[src/rtl/dmem_arbiter.sv]
// rtl/dmem_arbiter.sv - round-robin arbiter sharing one data-memory port between CPU LSU and debug master
// Writes finish in their grant cycle; reads hold the port for RD_LAT cycles with one read outstanding.
module dmem_arbiter #(
  parameter int ADDR_W = 32,
  parameter int DATA_W = 32,
  parameter int BE_W   = DATA_W / 8,
  parameter int RD_LAT = 1
) (
  input  logic              clk,
  input  logic              rst_n,
  input  logic              req0,
  input  logic              req1,
  input  logic              we0,
  input  logic              we1,
  input  logic [ADDR_W-1:0] addr0,
  input  logic [ADDR_W-1:0] addr1,
  input  logic [DATA_W-1:0] wdata0,
  input  logic [DATA_W-1:0] wdata1,
  input  logic [BE_W-1:0]   be0,
  input  logic [BE_W-1:0]   be1,
  output logic              gnt0,
  output logic              gnt1,
  output logic              rvalid0,
  output logic              rvalid1,
  output logic [DATA_W-1:0] rdata0,
  output logic [DATA_W-1:0] rdata1,
  output logic              mem_wen,
  output logic [BE_W-1:0]   mem_byte_en,
  output logic [ADDR_W-1:0] mem_addr,
  output logic [DATA_W-1:0] mem_wdata,
  input  logic [DATA_W-1:0] mem_rdata
);

  typedef enum logic {IDLE, RD_WAIT} state_t;

  localparam logic [1:0] LAT_CNT = 2'(RD_LAT - 1);

  state_t            state, state_nxt;
  logic              owner, owner_nxt;
  logic              last, last_nxt;
  logic [1:0]        cnt, cnt_nxt;
  logic [ADDR_W-1:0] addr_q;
  logic [DATA_W-1:0] wdata_q;

  logic              rd_done;
  logic              arb_en;
  logic              grant;
  logic              win;
  logic              win_we;
  logic [ADDR_W-1:0] win_addr;
  logic [DATA_W-1:0] win_wdata;
  logic [BE_W-1:0]   win_be;

  // The final wait cycle behaves like IDLE so a new grant can overlap the rvalid.
  assign rd_done = (state == RD_WAIT) && (cnt == 2'd0);
  assign arb_en  = rst_n && ((state == IDLE) || rd_done);

  always_comb begin
    grant = 1'b0;
    win   = 1'b0;
    if (arb_en) begin
      if (req0 && req1) begin
        grant = 1'b1;
        win   = ~last;
      end else if (req0) begin
        grant = 1'b1;
        win   = 1'b0;
      end else if (req1) begin
        grant = 1'b1;
        win   = 1'b1;
      end
    end
  end

  assign win_we    = win ? we1    : we0;
  assign win_addr  = win ? addr1  : addr0;
  assign win_wdata = win ? wdata1 : wdata0;
  assign win_be    = win ? be1    : be0;

  assign gnt0 = grant && !win;
  assign gnt1 = grant && win;

  assign mem_wen     = grant && win_we;
  assign mem_byte_en = grant ? (win_we ? win_be : {BE_W{1'b1}}) : {BE_W{1'b0}};
  assign mem_addr    = grant ? win_addr  : addr_q;
  assign mem_wdata   = grant ? win_wdata : wdata_q;

  assign rvalid0 = rd_done && !owner;
  assign rvalid1 = rd_done && owner;
  assign rdata0  = rvalid0 ? mem_rdata : {DATA_W{1'b0}};
  assign rdata1  = rvalid1 ? mem_rdata : {DATA_W{1'b0}};

  always_comb begin
    state_nxt = state;
    owner_nxt = owner;
    last_nxt  = last;
    cnt_nxt   = cnt;
    if ((state == RD_WAIT) && (cnt != 2'd0)) begin
      cnt_nxt = cnt - 2'd1;
    end
    if (rd_done) begin
      state_nxt = IDLE;
    end
    if (grant) begin
      last_nxt = win;
      if (!win_we) begin
        state_nxt = RD_WAIT;
        owner_nxt = win;
        cnt_nxt   = LAT_CNT;
      end
    end
  end

  always_ff @(posedge clk or negedge rst_n) begin
    if (!rst_n) begin
      state   <= IDLE;
      owner   <= 1'b0;
      last    <= 1'b1;
      cnt     <= 2'd0;
      addr_q  <= '0;
      wdata_q <= '0;
    end else begin
      state <= state_nxt;
      owner <= owner_nxt;
      last  <= last_nxt;
      cnt   <= cnt_nxt;
      if (grant) begin
        addr_q  <= win_addr;
        wdata_q <= win_wdata;
      end
    end
  end

endmodule
[config.mk]
export PLATFORM = sky130hd
export DESIGN_NAME = dmem_arbiter
export DESIGN_NICKNAME = d
export VERILOG_FILES = /design/src/rtl/dmem_arbiter.sv
export SDC_FILE = /design/constraint.sdc
export NUM_CORES = 1
export LEC_CHECK = 0
export CAP_MARGIN = 20
export CORE_AREA = 4 4 117 119
export CTS_BUF_LIST = sky130_fd_sc_hd__clkbuf_4 sky130_fd_sc_hd__clkbuf_8
export DETAILED_ROUTE_END_ITERATION = 10
export DIE_AREA = 0 0 121 123
export PLACE_DENSITY = 0.72
export SLEW_MARGIN = 0
export SYNTH_ARGS = -nofsm -noshare
export SYNTH_HDL_FRONTEND = slang
export SYNTH_SLANG_ARGS = --single-unit
[constraint.sdc]
create_clock -name clk -period 2.9 [get_ports clk]
set_input_delay 0.58 -clock clk [delete_from_list [all_inputs] [get_ports clk]]
set_output_delay 0.58 -clock clk [all_outputs]
set_load 0.1 [all_outputs]
-- Yosys cells after proc, flatten, opt, wreduce, memory -nomap -nowiden
Index checks and enable logic that the tools add are counted.
- flip-flop bits (word level): 69
- input bits: 174
- output and inout bits: 137
- logic and storage cells: 48
- bitwise logic cells: 3
- reduce and logical (&&, ||, !) cells: 15
- muxes and demuxes: 23
- add/sub/neg operators: 1
- operators with widths (operator ; count):
    $mux W32 ; 6
    $mux W4 ; 3
    $mux W1 ; 11
    $logic_and A1 B1 Y1 ; 9
    $mux W2 ; 3
    $not A1 Y1 ; 3
    $logic_not A1 Y1 ; 2
    $logic_not A2 Y1 ; 1
    $reduce_and A2 Y1 ; 1
    $reduce_bool A2 Y1 ; 1
    $sub A2 B1 Y2 const B ; 1
    $logic_or A1 B1 Y1 ; 1

-- Longest topological paths before layout
Gate-level depths: netlist of run 1.
- word-level depth: 8
- gate-level depth with buffers: 9
- depth with buffers taken out: 6

-- Worst setup path before layout of run 1
OpenSTA, ideal clock, no wires.
- path kind: input -> output
- start: in req1
- end: out mem_byte_en[2]
- data arrival time: 3.603 ns
- stages: 4
- slack: -1.283 ns
- data required time: 2.320 ns
- path buffers: 1
- cell sequence: a21bo_2 buf_6 o31a_1 a221oi_1
- longest elaborated chain between the ends: 7
- elaborated cells on any way between the ends: 12
- those cells by class: mux: 11; reduce/logical: 1
- ends and longest elaborated chain (what ; RTL line ; text):
    start, declared ; 12 ; input logic req1,
    $mux W1 ; 68 ; end else if (req1) begin
    $mux W1 ; 65 ; end else if (req0) begin
    $mux W1 ; 62 ; if (req0 && req1) begin
    $mux W1 ; 61 ; if (arb_en) begin
    $mux W4 / $mux W1 (equally long branches) ; 78, 75 ;
    $mux W4 ; 84 ; assign mem_byte_en = grant ? (win_we ? win_be : {BE_W{1'b1}}) : {BE_W{1'b0}};
    $mux W4 * ; 84 ;
    end, declared ; 28 ; output logic [BE_W-1:0] mem_byte_en,
Mark *: on every way between the ends. The rest lies on a longest branch, timed or not.

-- Worst setup path after layout of run 1
- start: reg cnt[0]
- end: out mem_wdata[28]
- longest elaborated chain between the ends: 7
- elaborated cells on any way between the ends: 8
- those cells by class: mux: 4; reduce/logical: 4
- ends and longest elaborated chain (what ; RTL line ; text):
    start, declared ; 41 ; logic [1:0] cnt, cnt_nxt;
    start signal, assigned ; 126 ; cnt <= cnt_nxt;
    $logic_not A2 Y1 * ; 55 ; assign rd_done = (state == RD_WAIT) && (cnt == 2'd0);
    $logic_and A1 B1 Y1 * ; 55 ;
    $logic_or A1 B1 Y1 * ; 56 ; assign arb_en = rst_n && ((state == IDLE) || rd_done);
    $logic_and A1 B1 Y1 * ; 56 ;
    $mux W1 ; 61 ;
    $mux W32 ; 77 ; assign win_wdata = win ? wdata1 : wdata0;
    $mux W32 * ; n/a ;
    end, declared ; 30 ; output logic [DATA_W-1:0] mem_wdata,
Marks and branches as above.

==> flow_summary.yaml, run 1 <==
sta:
  fin_crit_ns: 2.920
  max_freq_mhz: 342.5
  slew_violations: 0
  fin_ws_ns: -0.02014
  finalHoldViolations: 0
  rsz0062_at_grt: "true"
  post-route-period-util: 1.007
  fin_skew_ns: 0.008637
  setup_viol: 1
  tightest_slew_ns: 0.5392
  relSlewSlack: 0.6405
run_status:
  status: "finished, violations left"
  failed_checks: "negative setup slack"
synthesis:
  synth_top_cell_area_share: 0.4933
  syn_avg_cell_area_sq_um: 10.45
  yosysWarnings: 0
  yosys_register_bits: 69
  synth_area_leaders: "dfrtp_1, a222oi_1, and2_1, inv_1, buf_6"
  syn_nets: 505
  synth_cell_types: 29
  synthesis.area_sq_um: 3450
  synth-seq-area-share: 0.5009
  synth_cells: 330
  synth_largest_area_cell: "dfrtp_1"
finish:
  fin_nets: 839
  drive_gt1_frac: 0.3293
  area_growth_pct: 152.3
  fillCellCount: 899
  fin_util: 0.6924
  multi_input_area_sq_um: 1390
  final-seq-area_sq_um: 1728
grt:
  grt_pass1_wl_microns: 24010
  track_usage: 0.2087
  overflow: 0
  grt_max_degree: 72
  grt_pass1_vias: 4401
  antenna_found_initial: 1
worst_setup_path:
  cp-start-kind: "flip-flop"
  critPathLaunch: "cnt[0]"
  worst-r2r-setup-slack_ns: 0.83
  worstSetupPathType: "flip-flop to primary output"
  crit_arrival_ns: 2.34
  regToRegEndpoint: "wdata_q[28]"
  r2r_start: "cnt[0]"
  critPathMaxFanout: 5
  cp-end-kind: "primary output"
  reg2regPathDepth: 10
  endpoint: "mem_wdata[28]"
  required_ns: 2.32
flow_run:
  drv_cap: 0
placement:
  portBuffers: 310
  hpwl_microns: 13110
  pre_cts_slack_ns: -0.01725
  place_congestion: 0.8505
die:
  die_y_microns: 123
  start_util: 0.2745
  ios: 311
  die_w_microns: 121
  fp.dieArea_sq_um: 14880
  rows: 41
  core_sq_um: 12570
worst_hold_path:
  hold_class: "primary input to asynchronous set/reset pin"
power_and_ir_drop:
  p_total_uw: 11710
  power_density_nw_per_um2: 1346
  peakVddDrop_v: 0.001283
  p_leak_uw: 0.003934
routing:
  finalWirelength_microns: 17330
  drt_iter0_markers: 451
  vias: 4201
  drc: 0
  viasPerCell: 4.995
  final_antenna_net_count: 0
  post_drt_wl_per_cell_microns: 20.60
  drtPass1Iterations: 9
clock_tree:
  htreeDepth: 3
  cts_tree: "yes"
  cts_buffer_depth: 2
  root_buffer: "clkbuf_8"
  clk_pin_slew_worst_paths_ns: 0.08
  cts_buffers: 9
  cts_hold_buf: 0
  clock_latency_ns: 0.34
  cts_sinks: 69
[per-layer routing]
metal | wire, microns | part of all wire | global-route usage | vias up
met2 | 9268 | 0.53 | 0.3935 | 288
met4 | 470 | 0.027 | 0.07224 | 0
met3 | 2006 | 0.12 | 0.07594 | 32
met5 | 0 | 0 | 0 | -
li1 | - | - | - | 1863
met1 | 5580 | 0.32 | 0.2119 | 2018
[registers in the layout (all words and copies together), names as in the netlist]
signal	cells
addr_q	32
wdata_q	32
cnt	2
last	1
owner	1
state	1
[placed cells by master, fill, tap and decap left out, types with 2 or more instances in the layout]
master / n
clkdlybuf4s50_1: 170
buf_12: 143
dfrtp_1: 68
a222oi_1: 64
and2_1: 64
inv_1: 59
buf_4: 32
inv_2: 10
clkbuf_8: 10
nor2_1: 8
o21ai_0: 4
nor3_4: 3
a221oi_4: 3
nand2_1: 2
clkinv_2: 2
buf_6: 2
clkbuf_16: 2
[per-stage QoR]
stage | hold WS [ns] | std cells | TNS [ns] | cell area (sq um)
detailed placement | 0.5151 | 799 | -0.01725 | 8220
global placement | 0.5084 | 799 | -0.01481 | 8220
floorplan | 0.2844 | 330 | -0.7096 | 3503
global route | 0.3365 | 841 | -2.678 | 8702
CTS | 0.3190 | 814 | 0 | 8427
finish | 0.3218 | 841 | -0.02014 | 8702
[cell usage after synthesis]
cell type / count
a21o_1: 1
nor3_2: 1
o21ai_0: 4
a211oi_1: 1
o2111a_1: 1
and3_1: 1
and2_1: 64
buf_6: 6
dfstp_2: 1
a221oi_1: 4
a2bb2oi_2: 1
clkbuf_1: 12
o211ai_1: 1
a21bo_2: 1
nor3_4: 2
a222oi_1: 64
buf_2: 9
buf_4: 1
inv_1: 69
ha_1: 1
nand2b_1: 1
buf_1: 1
nor2b_1: 1
nor2_1: 9
nand2_1: 2
or2_1: 1
o31a_1: 1
dfrtp_1: 68
xnor2_1: 1
[where the power goes]
group	total [uW]	internal (uW)	leakage (uW)	switching [uW]
Clock	792	425	0.000103	367
Combinational	9290	3280	0.00298	6020
Sequential	1630	1450	0.000850	180
Total	11700	5150	0.00393	6560
[critical path, cell delays in order, from the launching register on]
cell      delay [ns]
dfrtp_1         0.41
inv_2           0.08
ha_4            0.16
nand2b_4        0.13
o211ai_1        0.08
buf_4           0.17
buf_4           0.14
buf_6           0.12
a222oi_1        0.34
inv_1           0.18
buf_12          0.20
[final cells by class]
class,instances,area share
clock inverter,4,0.005607
multi-input combinational,163,0.1597
tap,172,0.02473
timing repair buffer,352,0.5646
inverter,69,0.02976
antenna,1,0.0002876
sequential,69,0.1986
clock buffer,11,0.01668
[logic make-up (layout without fill, tap and decap cells)]
| group | Yosys count | count (layout) | share of synthesized area |
|---|---|---|---|
| simple gates | 82 | 82 | 0.1476 |
| fa+ha+maj | 1 | 1 | 0.003627 |
| xor+xnor | 1 | 1 | 0.002539 |
| flops | 69 | 69 | 0.5009 |
| buf+inv | 98 | 436 | 0.1240 |
| other cells | 0 | 1 | 0 |
| compound gates | 79 | 79 | 0.2213 |
[repair_timing]
action / in CTS / in global routing
resized for setup: 3 / 12
pin swaps: 0 / 3
endpoints found under the hold margin: 0 / 0
gates cloned: 0 / 5
setup endpoints to repair: 16 / 46
setup buffers: 0 / 21
[how the worst min path moves through the flow]
stage	end	cells after the start
after global routing	addr_q[19]	2
final	addr_q[17]	2
after global placement	addr_q[26]	2
after floorplan	addr_q[0]	0
after detailed placement	last	1
after CTS	addr_q[22]	2
(Power assumes the default switching activity.)
==> inputs of run 2 (changes only) <==
--- a/config.mk
+++ b/config.mk
@@ -5,7 +5,7 @@
 export SDC_FILE = /design/constraint.sdc
 export NUM_CORES = 1
 export LEC_CHECK = 0
-export CAP_MARGIN = 20
+export CAP_MARGIN = 10
 export CORE_AREA = 4 4 117 119
 export CTS_BUF_LIST = sky130_fd_sc_hd__clkbuf_4 sky130_fd_sc_hd__clkbuf_8
 export DETAILED_ROUTE_END_ITERATION = 10
==> results of run 2 <==
Final layout, timing and power as in run 1 (identical DEF).
==> inputs of run 3 (changes only) <==
--- a/config.mk
+++ b/config.mk
@@ -8,6 +8,7 @@
 export CAP_MARGIN = 10
 export CORE_AREA = 4 4 117 119
 export CTS_BUF_LIST = sky130_fd_sc_hd__clkbuf_4 sky130_fd_sc_hd__clkbuf_8
+export CTS_CLUSTER_SIZE = 16
 export DETAILED_ROUTE_END_ITERATION = 10
 export DIE_AREA = 0 0 121 123
 export PLACE_DENSITY = 0.72
==> results of run 3 <==
Final layout, timing and power as in run 1 (identical DEF).
